File: src/rtl/mem_arbiter.sv
// Shares one memory port between I-cache and D-cache: one owner per transaction,
// outstanding reads are drained before ownership changes, returns routed to the owner.
module mem_arbiter #(
    parameter int MAX_OUTSTANDING = 8,
    parameter int CNT_W           = 4
) (
    input  logic        clk,
    input  logic        rst,
    input  logic        ic_busy,
    input  logic        ic_mem_read,
    input  logic [15:0] ic_mem_addr,
    output logic        ic_grant,
    output logic        ic_ready,
    output logic        ic_mem_valid,
    output logic [15:0] ic_mem_data,
    input  logic        dc_busy,
    input  logic        dc_mem_read,
    input  logic        dc_mem_write,
    input  logic [15:0] dc_mem_addr,
    input  logic [15:0] dc_mem_wdata,
    output logic        dc_grant,
    output logic        dc_ready,
    output logic        dc_mem_valid,
    output logic [15:0] dc_mem_data,
    output logic        mem_en,
    output logic        mem_wr,
    output logic [15:0] mem_addr,
    output logic [15:0] mem_wdata,
    input  logic [15:0] mem_rdata,
    input  logic        mem_rvalid,
    output logic        protocol_err
);

    localparam logic [1:0] S_IDLE  = 2'd0;
    localparam logic [1:0] S_OWN_I = 2'd1;
    localparam logic [1:0] S_OWN_D = 2'd2;
    localparam logic [1:0] S_DRAIN = 2'd3;

    logic [1:0]       state;
    logic             owner_d;
    logic             last_d;
    logic [CNT_W-1:0] cnt;
    logic [CNT_W-1:0] cnt_nxt;
    logic             rd_acc;
    logic             ret_ok;

    assign ic_grant = (state == S_OWN_I);
    assign dc_grant = (state == S_OWN_D);
    assign ic_ready = ic_grant && (cnt < CNT_W'(MAX_OUTSTANDING));
    assign dc_ready = dc_grant && (cnt < CNT_W'(MAX_OUTSTANDING));

    // A D-cache write takes priority over a simultaneous read; that read is dropped.
    always_comb begin
        mem_en    = 1'b0;
        mem_wr    = 1'b0;
        mem_addr  = '0;
        mem_wdata = '0;
        rd_acc    = 1'b0;
        if (ic_ready && ic_mem_read) begin
            mem_en   = 1'b1;
            mem_addr = ic_mem_addr;
            rd_acc   = 1'b1;
        end else if (dc_ready && (dc_mem_read || dc_mem_write)) begin
            mem_en   = 1'b1;
            mem_wr   = dc_mem_write;
            mem_addr = dc_mem_addr;
            if (dc_mem_write) begin
                mem_wdata = dc_mem_wdata;
            end else begin
                rd_acc = 1'b1;
            end
        end
    end

    // Returns with nothing outstanding are stray and never forwarded.
    assign ret_ok       = mem_rvalid && (cnt != '0);
    assign ic_mem_valid = ret_ok && !owner_d;
    assign dc_mem_valid = ret_ok && owner_d;
    assign ic_mem_data  = ic_mem_valid ? mem_rdata : '0;
    assign dc_mem_data  = dc_mem_valid ? mem_rdata : '0;

    always_comb begin
        cnt_nxt = cnt;
        if (rd_acc && !ret_ok) begin
            cnt_nxt = cnt + CNT_W'(1);
        end else if (!rd_acc && ret_ok) begin
            cnt_nxt = cnt - CNT_W'(1);
        end
    end

    always_ff @(posedge clk or negedge rst) begin
        if (!rst) begin
            state        <= S_IDLE;
            owner_d      <= 1'b0;
            last_d       <= 1'b0;
            cnt          <= '0;
            protocol_err <= 1'b0;
        end else begin
            cnt <= cnt_nxt;
            if (mem_rvalid && (cnt == '0)) begin
                protocol_err <= 1'b1;
            end
            case (state)
                S_IDLE: begin
                    if (ic_busy && dc_busy) begin
                        owner_d <= !last_d;
                        state   <= last_d ? S_OWN_I : S_OWN_D;
                    end else if (ic_busy) begin
                        owner_d <= 1'b0;
                        state   <= S_OWN_I;
                    end else if (dc_busy) begin
                        owner_d <= 1'b1;
                        state   <= S_OWN_D;
                    end
                end
                S_OWN_I: begin
                    if (!ic_busy) begin
                        last_d <= 1'b0;
                        state  <= (cnt_nxt == '0) ? S_IDLE : S_DRAIN;
                    end
                end
                S_OWN_D: begin
                    if (!dc_busy) begin
                        last_d <= 1'b1;
                        state  <= (cnt_nxt == '0) ? S_IDLE : S_DRAIN;
                    end
                end
                S_DRAIN: begin
                    if (cnt_nxt == '0) begin
                        state <= S_IDLE;
                    end
                end
                default: state <= S_IDLE;
            endcase
        end
    end

endmodule

File: config.mk
export PLATFORM = sky130hd
export DESIGN_NAME = mem_arbiter
export DESIGN_NICKNAME = d
export VERILOG_FILES = /design/src/rtl/mem_arbiter.sv
export SDC_FILE = /design/constraint.sdc
export NUM_CORES = 1
export LEC_CHECK = 0
export BUFFER_PORTS_ARGS = -buffer_cell sky130_fd_sc_hd__buf_2
export CAP_MARGIN = 20
export CORE_ASPECT_RATIO = 1.25
export CORE_MARGIN = 3
export CORE_UTILIZATION = 34
export CTS_CLUSTER_DIAMETER = 200
export CTS_CLUSTER_SIZE = 8
export DETAILED_ROUTE_END_ITERATION = 6
export GPL_ROUTABILITY_DRIVEN = 0
export HOLD_SLACK_MARGIN = 0.05
export PLACE_DENSITY = 0.86
export SKIP_CTS_REPAIR_TIMING = 1
export SYNTH_ARGS = -nofsm -noshare
export SYNTH_HDL_FRONTEND = slang
export SYNTH_SLANG_ARGS = --single-unit
File: constraint.sdc
create_clock -name clk -period 2.7 [get_ports clk]
set_clock_uncertainty 0.15 [all_clocks]
set_input_delay 0.27 -clock clk [delete_from_list [all_inputs] [get_ports clk]]
set_output_delay 0.27 -clock clk [all_outputs]
set_load 0.01 [all_outputs]
Word level (Yosys, flattened, before mapping)
Index checks and enable logic that the tools add are counted.
{ "totals": {"reg_bits": 9, "in_bits": 72, "elab_cells": 71} }
{ "op_classes": {"addsub": 2, "order_cmp": 1, "n_eq_ne": 7, "n_mux": 31, "n_reduce_logical": 25} }
{ "ops": {"columns": ["operator", "n"], "rows": [
  ["2-to-1 mux 16 bit", 7],
  ["2-to-1 mux 2 bit", 8],
  ["2-to-1 mux 1 bit", 12],
  ["logical AND 1 bit", 11],
  ["logical NOT 4 bit", 2],
  ["2-to-1 mux 4 bit", 2],
  ["one-hot mux 2 bit (4 select lines)", 1],
  ["!= test 2 bit, second input constant", 3],
  ["adder 4 x 1 -> 4 bit, second input constant", 1],
  ["== test 2 bit, second input constant", 2],
  ["logical NOT 1 bit", 4],
  ["< comparator 4 bit, second input constant", 1],
  ["!= test 4 bit, second input constant", 1],
  ["AND reduction 4 bit", 1],
  ["nonzero test 4 bit", 1],
  ["subtractor 4 x 1 -> 4 bit, second input constant", 1],
  ["AND reduction 3 bit", 1],
  ["nonzero test 3 bit", 1],
  ["== test 2 x 1 -> 1 bit, second input constant", 1],
  ["logical NOT 2 bit", 1],
  ["one-hot mux 1 bit (2 select lines)", 1],
  ["AND reduction 2 bit", 1],
  ["nonzero test 2 bit", 1],
  ["logical OR 1 bit", 1]
]} }

Depth between registers and ports, before layout
Gate-level depths: netlist of the first run.
{ "logic_depth": {"ltp_word": 13, "mapped_depth": 9} }

Least setup slack after synthesis of the first run
OpenSTA, ideal clock, no wires.
{ "synth_path": {"path_kind": "register -> register", "start": "register state[1]", "end": "register state[0]", "setup_ns": 0.079, "arrival_ns": 2.109, "t_required_ns": 2.471, "setup_slack_ns": 0.362, "path_stages_with_launch": 9, "path_buffers": 0, "cell_sequence": "dfrtp_1 inv_1 ha_1 and3_1 a31oi_1 mux2_2 o21a_1 a2111oi_4 mux2i_1"} }
{ "synth_lines": {"columns": ["element", "line", "rtl"], "rows": [
  ["from (decl)", "39", "logic [1:0] state;"],
  ["from (signal assigned)", "107", "state <= last_d ? S_OWN_I : S_OWN_D;"],
  ["from (signal assigned)", "119", "state <= (cnt_nxt == '0) ? S_IDLE : S_DRAIN;"],
  ["from (signal assigned)", "125", "state <= (cnt_nxt == '0) ? S_IDLE : S_DRAIN;"],
  ["== test 2 x 1 -> 1 bit *", "47", "assign ic_grant = (state == S_OWN_I);"],
  ["net ic_grant", "12", "output logic ic_grant,"],
  ["logical AND 1 bit *", "49", "assign ic_ready = ic_grant && (cnt < CNT_W'(MAX_OUTSTANDING));"],
  ["logical AND 1 bit *", "59", "if (ic_ready && ic_mem_read) begin"],
  ["2-to-1 mux 1 bit *", "59", null],
  ["logical NOT 1 bit", "86", "end else if (!rd_acc && ret_ok) begin"],
  ["logical AND 1 bit", "86", null],
  ["2-to-1 mux 4 bit", "86", null],
  ["2-to-1 mux 4 bit *", "84", "if (rd_acc && !ret_ok) begin"],
  ["net cnt_nxt[2]", "43", "logic [CNT_W-1:0] cnt_nxt;"],
  ["logical NOT 4 bit *", "119, 125, 129", null],
  ["2-to-1 mux 2 bit", "119, 125", null],
  ["2-to-1 mux 2 bit, on equally long branches", "123, 117", null],
  ["one-hot mux 2 bit (4 select lines)", "103", "case (state)"]
]} }
The timed path passes the listed nets; every way through them passes the cells marked *. The select of a mux whose other input is x is not followed.
A chain may end at the register's enable or synchronous reset.

Final worst setup path of the first run
{ "layout_path": {"start": "register cnt[1]", "end": "register state[0]"} }
{ "layout_between": {"elab_chain_len": 13} }
{ "layout_lines": {"columns": ["element", "line", "rtl"], "rows": [
  ["from (decl)", "42", "logic [CNT_W-1:0] cnt;"],
  ["from (signal assigned)", "99", "cnt <= cnt_nxt;"],
  ["< comparator 4 bit", "49, 50", null],
  ["logical AND 1 bit", "50", "assign dc_ready = dc_grant && (cnt < CNT_W'(MAX_OUTSTANDING));"],
  ["logical AND 1 bit", "63", "end else if (dc_ready && (dc_mem_read || dc_mem_write)) begin"],
  ["2-to-1 mux 1 bit", "63", null],
  ["2-to-1 mux 1 bit", "59", null],
  ["logical NOT 1 bit", "86", null],
  ["logical AND 1 bit", "86", null],
  ["2-to-1 mux 4 bit", "86", null],
  ["2-to-1 mux 4 bit *", "84", null],
  ["logical NOT 4 bit *", "119, 125, 129", null],
  ["2-to-1 mux 2 bit", "119, 125", null],
  ["2-to-1 mux 2 bit, on equally long branches", "123, 117", null],
  ["one-hot mux 2 bit (4 select lines)", "103", null]
]} }
Every way passes the cells marked *; elsewhere a longest branch is shown, timed or not. The select of a mux whose other input is x is not followed.

==> flow_summary.json, run 1 <==
{
  "fin_hold_ws_ps": 195.8,
  "cts-htree-levels": 1,
  "ys_seq_elements": 9,
  "arrival_ps": 2480,
  "layout_min_cycle_time_ps": 2466,
  "synth_top_family_by_area": "simple AND/OR/NAND/NOR gates",
  "finalMaxSlewViolations": 0,
  "drt-wirelength-per-cell_um": 13.41,
  "syn_nets": 235,
  "die_y_um": 74.00,
  "slowest_stage": "dfrtp_1",
  "hpwl_mm": 3.839,
  "synth-xor-area-share_pct": 1.393,
  "clkLatencyLatePin_ps": 240,
  "wl_mm": 4.546,
  "finalHoldViolCount": 0,
  "tightest_slew_ps": 456.0,
  "ys_types": 38,
  "cts-root-buf": "clkbuf_8",
  "worst-setup-path-type": "flip-flop to flip-flop",
  "synth-adder-area-share_pct": 6.766,
  "start_util_pct": 35.79,
  "critPathMaxStageDelay_ps": 410,
  "dp_cells": 334,
  "hold_start": "dc_busy",
  "synth_edf_count": 0,
  "dr.pass1.iters": 4,
  "required_ps": 2710,
  "fin_ws_ps": 233.6,
  "final_cell_count_no_fill": 339,
  "ant_nets": 0,
  "muxShareOfSynthArea_pct": 4.975,
  "whs_path_depth": 3,
  "cp_max_fo": 6,
  "power_w": 0.001724,
  "drc": 0,
  "synthCells": 157,
  "ys.flop_type": "dfrtp_1",
  "antenna_found_initial": 0,
  "yosysWarningCount": 0,
  "drive_gt1_share_pct": 53.67,
  "fmaxAchievable_mhz": 405.4,
  "grt_pass1_wl_mm": 6.561,
  "status": "completed",
  "path_cells": "inv_1, ha_1, nand2b_4, o21ai_4, xnor2_1, or3_4, a2111oi_4, mux2i_1",
  "hold-path-endpoint": "owner_d",
  "rsz0062_at_grt": "no",
  "grt_max_degree": 18,
  "die_area_um2": 4469,
  "layout_common_cells": "buf_2 (144), and2_1 (48), a22o_1 (16)",
  "leakage_nw": 1.256,
  "hp-class": "primary input to flip-flop",
  "synth_top_area_share_pct": 23.88,
  "num_antenna_cells": 0,
  "yosys.area_share.simple_pct": 37.81,
  "reg2reg_depth": 8,
  "synth_area_leaders": "and2_1 (24%), dfrtp_1 (18%), a22o_1 (11%)",
  "core_um2": 3513,
  "drv_cap": 0,
  "gr-usage-all-layers_pct": 19.00,
  "drtIter0Drc": 40,
  "power.density_nw_per_um2": 831.8,
  "setup_viol_count_final": 0,
  "r2r_setup_slack_ps": 230,
  "portBuffers": 144,
  "syn_avg_cell_area_um2": 8.009,
  "cts_buffers": 3,
  "slew_headroom_pct": 69.28,
  "io_pins": 145,
  "cp-end-kind": "flip-flop",
  "synth_top_area_cell": "and2_1",
  "synthToLayoutAreaGrowth_pct": 64.78,
  "ys_async_sr_fraction_pct": 100.0,
  "num_vias": 1666,
  "fin_nets": 379,
  "post-route-period-util_pct": 91.35,
  "start_kind": "flip-flop",
  "first_global_vias": 1526,
  "clockBufferDepth": 2,
  "rows": 24,
  "die_w_um": 60.40,
  "layout_commonest_cell": "buf_2",
  "grt-ovfl-total": 0,
  "synth_compound_area_share_pct": 25.67,
  "r2r-end": "state[0]",
  "place_worst_setup_slack_ps": 136.4,
  "via_per_inst": 4.914,
  "reg2reg_from": "cnt[1]",
  "path_clk_slew_ps": 50,
  "irDropWorstVdd_mv": 0.5191,
  "ys_seq_area_share_pct": 17.91,
  "clkSinkCount": 9,
  "fin_tns_setup_ps": 0,
  "syn_area_um2": 1257,
  "cts_tree": "done"
}
[power by group]
| group | leakage [nW] | switching, W | internal (W) | total [W] |
|---|---|---|---|---|
| Combinational | 1.13 | 0.000679 | 0.000583 | 0.00126 |
| Clock | 0.0255 | 0.0000605 | 0.000101 | 0.000162 |
| Sequential | 0.104 | 0.0000918 | 0.000208 | 0.000300 |
| Total | 1.26 | 0.000831 | 0.000892 | 0.00172 |
[synth_stat cells (all sizes together) (3+ instances only)]
master,count
and2,48
a22o,16
dfrtp,9
nor2,9
inv,8
a21oi,6
clkbuf,6
ha,6
o21ai,5
mux2i,4
nand2b,4
nand2,3
[state kept, by name, indices dropped and copies added (netlist names)]
signal	flops
cnt	4
state	2
last_d	1
owner_d	1
protocol_err	1
[critical path, delay by kind of cell, from the launching register on]
| family | cells | cell delay (ps) |
|---|---|---|
| AOI/OAI and AO/OA | 2 | 590 |
| DFF | 1 | 410 |
| xor gates and xnor gates | 1 | 160 |
| and+or+nand+nor | 2 | 490 |
| buffers and inverters | 1 | 110 |
| adders and majority gates | 1 | 260 |
| muxes | 1 | 210 |
[layer usage]
layer	routed length, um	vias to the layer above	global-route usage (%)
li1	-	832	-
met1	1529	723	19.28
met2	2359	107	38.34
met3	622	4	4.167
met4	35	0	3.695
met5	0	-	0
[cell type report]
type | instances | area (um2)
clock buffer | 3 | 41.29
clock inverter | 1 | 5.005
fill | 310 | 1441
inverter | 8 | 30.03
multi-input combinational | 132 | 975.9
sequential | 9 | 225.2
tap | 39 | 48.80
timing repair buffer | 147 | 745.7
[metrics by stage]
stage / util, % / cell area [um2]
3_3_place_gp: 57.02 / 2003
6_report: 58.97 / 2072
5_1_grt: 58.97 / 2072
4_1_cts: 58.33 / 2049
2_1_floorplan: - / 1257
3_5_place_dp: 57.02 / 2003
[how the worst max path moves through the flow]
| stage | end | depth (start not counted) | startpoint |
|---|---|---|---|
| 2_1_floorplan | state[0] | 8 | state[1] |
| 6_report | state[0] | 8 | cnt[1] |
| 5_1_grt | state[0] | 8 | cnt[1] |
| 4_1_cts | mem_addr[3] | 6 | state[1] |
| 3_5_place_dp | mem_addr[3] | 6 | state[1] |
| 3_3_place_gp | mem_addr[3] | 6 | state[1] |
[cells by family after synthesis]
group / count (synthesis)
fa+ha+maj: 7
mux: 6
flops: 9
buf+inv: 16
simple gates: 78
xor+xnor: 2
compound gates: 39
Power figures use the tool's default switching activity.
==> run 2: changes to the inputs <==
Settings changed: CELL_PAD_IN_SITES_DETAIL_PLACEMENT set to 1, CELL_PAD_IN_SITES_GLOBAL_PLACEMENT set to 1, CORE_UTILIZATION 34 to 21.
==> run 2 against run 1 <==
Against the previous run: clock power barely moved; final cell count up 7.1%; count of clock-buffer cells in the layout unchanged; highest routed layer unchanged; critical path type unchanged; wire length rose by 22%; die area rose by 56%; via count grew 4.0%; sequential share of layout area decreased by 0.14 points; first-iteration DRC count decreased by 45%; largest power group unchanged; hold slack improved by 22 ps; core utilization down 21 points.
==> flow_summary.json, run 2 (same netlist as run 1, synthesis figures left out) <==
{
  "leakage_nw": 1.249,
  "r2r_setup_slack_ps": 150,
  "clockBufferDepth": 2,
  "num_antenna_cells": 0,
  "num_vias": 1732,
  "dr.pass1.iters": 3,
  "die_area_um2": 6958,
  "post-route-period-util_pct": 94.46,
  "place_area_um2": 2027,
  "layout_min_cycle_time_ps": 2551,
  "fmaxAchievable_mhz": 392.1,
  "p_clk_share_pct": 9.2,
  "gr-usage-met1_pct": 11.83,
  "fin_nets": 378,
  "portBuffers": 144,
  "ant_nets": 0,
  "hpwl_mm": 4.847,
  "status": "completed",
  "reg2reg_depth": 8,
  "hold_start": "dc_busy",
  "seq_power_share_pct": 17.4,
  "crit_family": "compound AO/OA/AOI/OAI gates",
  "wl_mm": 5.553,
  "clkLatencyLatePin_ps": 240,
  "drt-wirelength-per-cell_um": 15.30,
  "hp-class": "primary input to flip-flop",
  "worst-setup-path-type": "flip-flop to flip-flop",
  "cts-htree-levels": 1,
  "path_cells": "inv_1, ha_1, nand2b_4, o21ai_4, xnor2_1, or3_4, a2111oi_4, mux2i_1",
  "grt_use_met2_pct": 32.41,
  "slew_headroom_pct": 67.15,
  "r2r-end": "state[0]",
  "rows": 30,
  "required_ps": 2700,
  "first_global_vias": 1867,
  "top_regs": "cnt: 4 flops, state: 2 flops",
  "die_y_um": 92.52,
  "drc": 0,
  "switching_share_pct": 49.38,
  "largest_reg_flops": 4,
  "rsz0062_at_grt": "no",
  "path_buf_inv": 1,
  "power.density_nw_per_um2": 835.3,
  "clkSinkCount": 9,
  "final_util_pct": 37.52,
  "p_int_w": 0.0008873,
  "switchingPower_w": 0.0008655,
  "synthToLayoutAreaGrowth_pct": 66.87,
  "antenna_found_initial": 0,
  "path_clk_slew_ps": 50,
  "via_per_inst": 4.771,
  "cp_max_fo": 6,
  "drive_gt1_share_pct": 53.85,
  "use_met3_pct": 5.320,
  "setup_viol_count_final": 0,
  "gr-usage-all-layers_pct": 15.16,
  "start_util_pct": 22.48,
  "cts_tree": "done",
  "largest_register": "cnt",
  "layout_common_cells": "buf_2 (144), and2_1 (48), a22o_1 (16)",
  "tightest_slew_ps": 492.2,
  "drtIter0Drc": 22,
  "reg2reg_from": "cnt[1]",
  "cts-root-buf": "clkbuf_8",
  "cts_buffers": 3,
  "grt-ovfl-total": 0,
  "irDropWorstVdd_mv": 0.2420,
  "io_pins": 145,
  "drv_cap": 0,
  "die_w_um": 75.21,
  "critPathMaxStageDelay_ps": 410,
  "arrival_ps": 2550,
  "comb_power_share_pct": 73.4,
  "start_kind": "flip-flop",
  "grt_max_degree": 18,
  "hold-path-endpoint": "owner_d",
  "slowest_stage": "dfrtp_1",
  "cp-end-kind": "flip-flop",
  "grt_pass1_wl_mm": 8.286,
  "layout_commonest_cell": "buf_2",
  "whs_path_depth": 3,
  "finalHoldViolCount": 0,
  "top_usage_layer": "met2",
  "core_um2": 5593,
  "power_w": 0.001753,
  "finalMaxSlewViolations": 0,
  "finish.instance_area_um2": 2098,
  "fill_cells": 733
}
-- run 2: worst max-delay path by stage --
stage	start	endpoint	slack [ps]	cells after the start
floorplan	state[1]	state[0]	360	8
detailed placement	state[0]	mem_addr[11]	30	7
CTS	state[0]	mem_addr[11]	-230	7
finish	cnt[1]	state[0]	150	8
global placement	state[0]	mem_addr[9]	200	7
global route	state[0]	mem_addr[2]	1	7
-- run 2: stage by stage --
step / cells / hold WS [ps] / TNS [ps] / setup WS, ps
CTS: 362 / -257.8 / -3575 / -232.6
finish: 363 / 217.5 / 0 / 149.5
global route: 363 / 275.7 / 0 / 1.184
floorplan: 157 / -175.6 / 0 / 361.8
detailed placement: 358 / -0.3523 / 0 / 25.21
global placement: 358 / -7.993 / 0 / 198.2
-- run 2: power by group through the flow --
stage / logic (W) / registers (W) / clock network (W)
after CTS: 0.00129 / 0.000303 / 0.000168
final: 0.00129 / 0.000305 / 0.000162
after floorplan: 0.000881 / 0.000264 / 0
after detailed placement: 0.00128 / 0.000303 / 0
after global placement: 0.00122 / 0.000292 / 0
after global routing: 0.00144 / 0.000319 / 0.000174
-- run 2: final cells by class --
| class | count | area [um2] | share of cell area, % |
|---|---|---|---|
| clock buffer | 3 | 41.29 | 1.968 |
| clock inverter | 1 | 5.005 | 0.2385 |
| inverter | 8 | 30.03 | 1.431 |
| multi-input combinational | 132 | 978.4 | 46.63 |
| sequential | 9 | 225.2 | 10.73 |
| tap | 64 | 80.08 | 3.816 |
| timing repair buffer | 146 | 738.2 | 35.18 |
-- run 2: layer usage --
| layer | up-vias | share of wire [%] |
|---|---|---|
| met1 | 776 | 31 |
| met3 | 7 | 14 |
| met4 | 0 | 1.0 |
| li1 | 827 | - |
| met5 | - | 0 |
| met2 | 122 | 54 |
-- run 2: worst register-to-register path: cells and delay by family (launching register included) --
| family | cells | cell delay, ps |
|---|---|---|
| XOR/XNOR | 1 | 160 |
| AO/OA/AOI/OAI | 2 | 590 |
| flip-flops | 1 | 410 |
| adder cells (fa/ha/maj) | 1 | 270 |
| AND/OR/NAND/NOR | 2 | 490 |
| buffers and inverters | 1 | 130 |
| multiplexers | 1 | 250 |
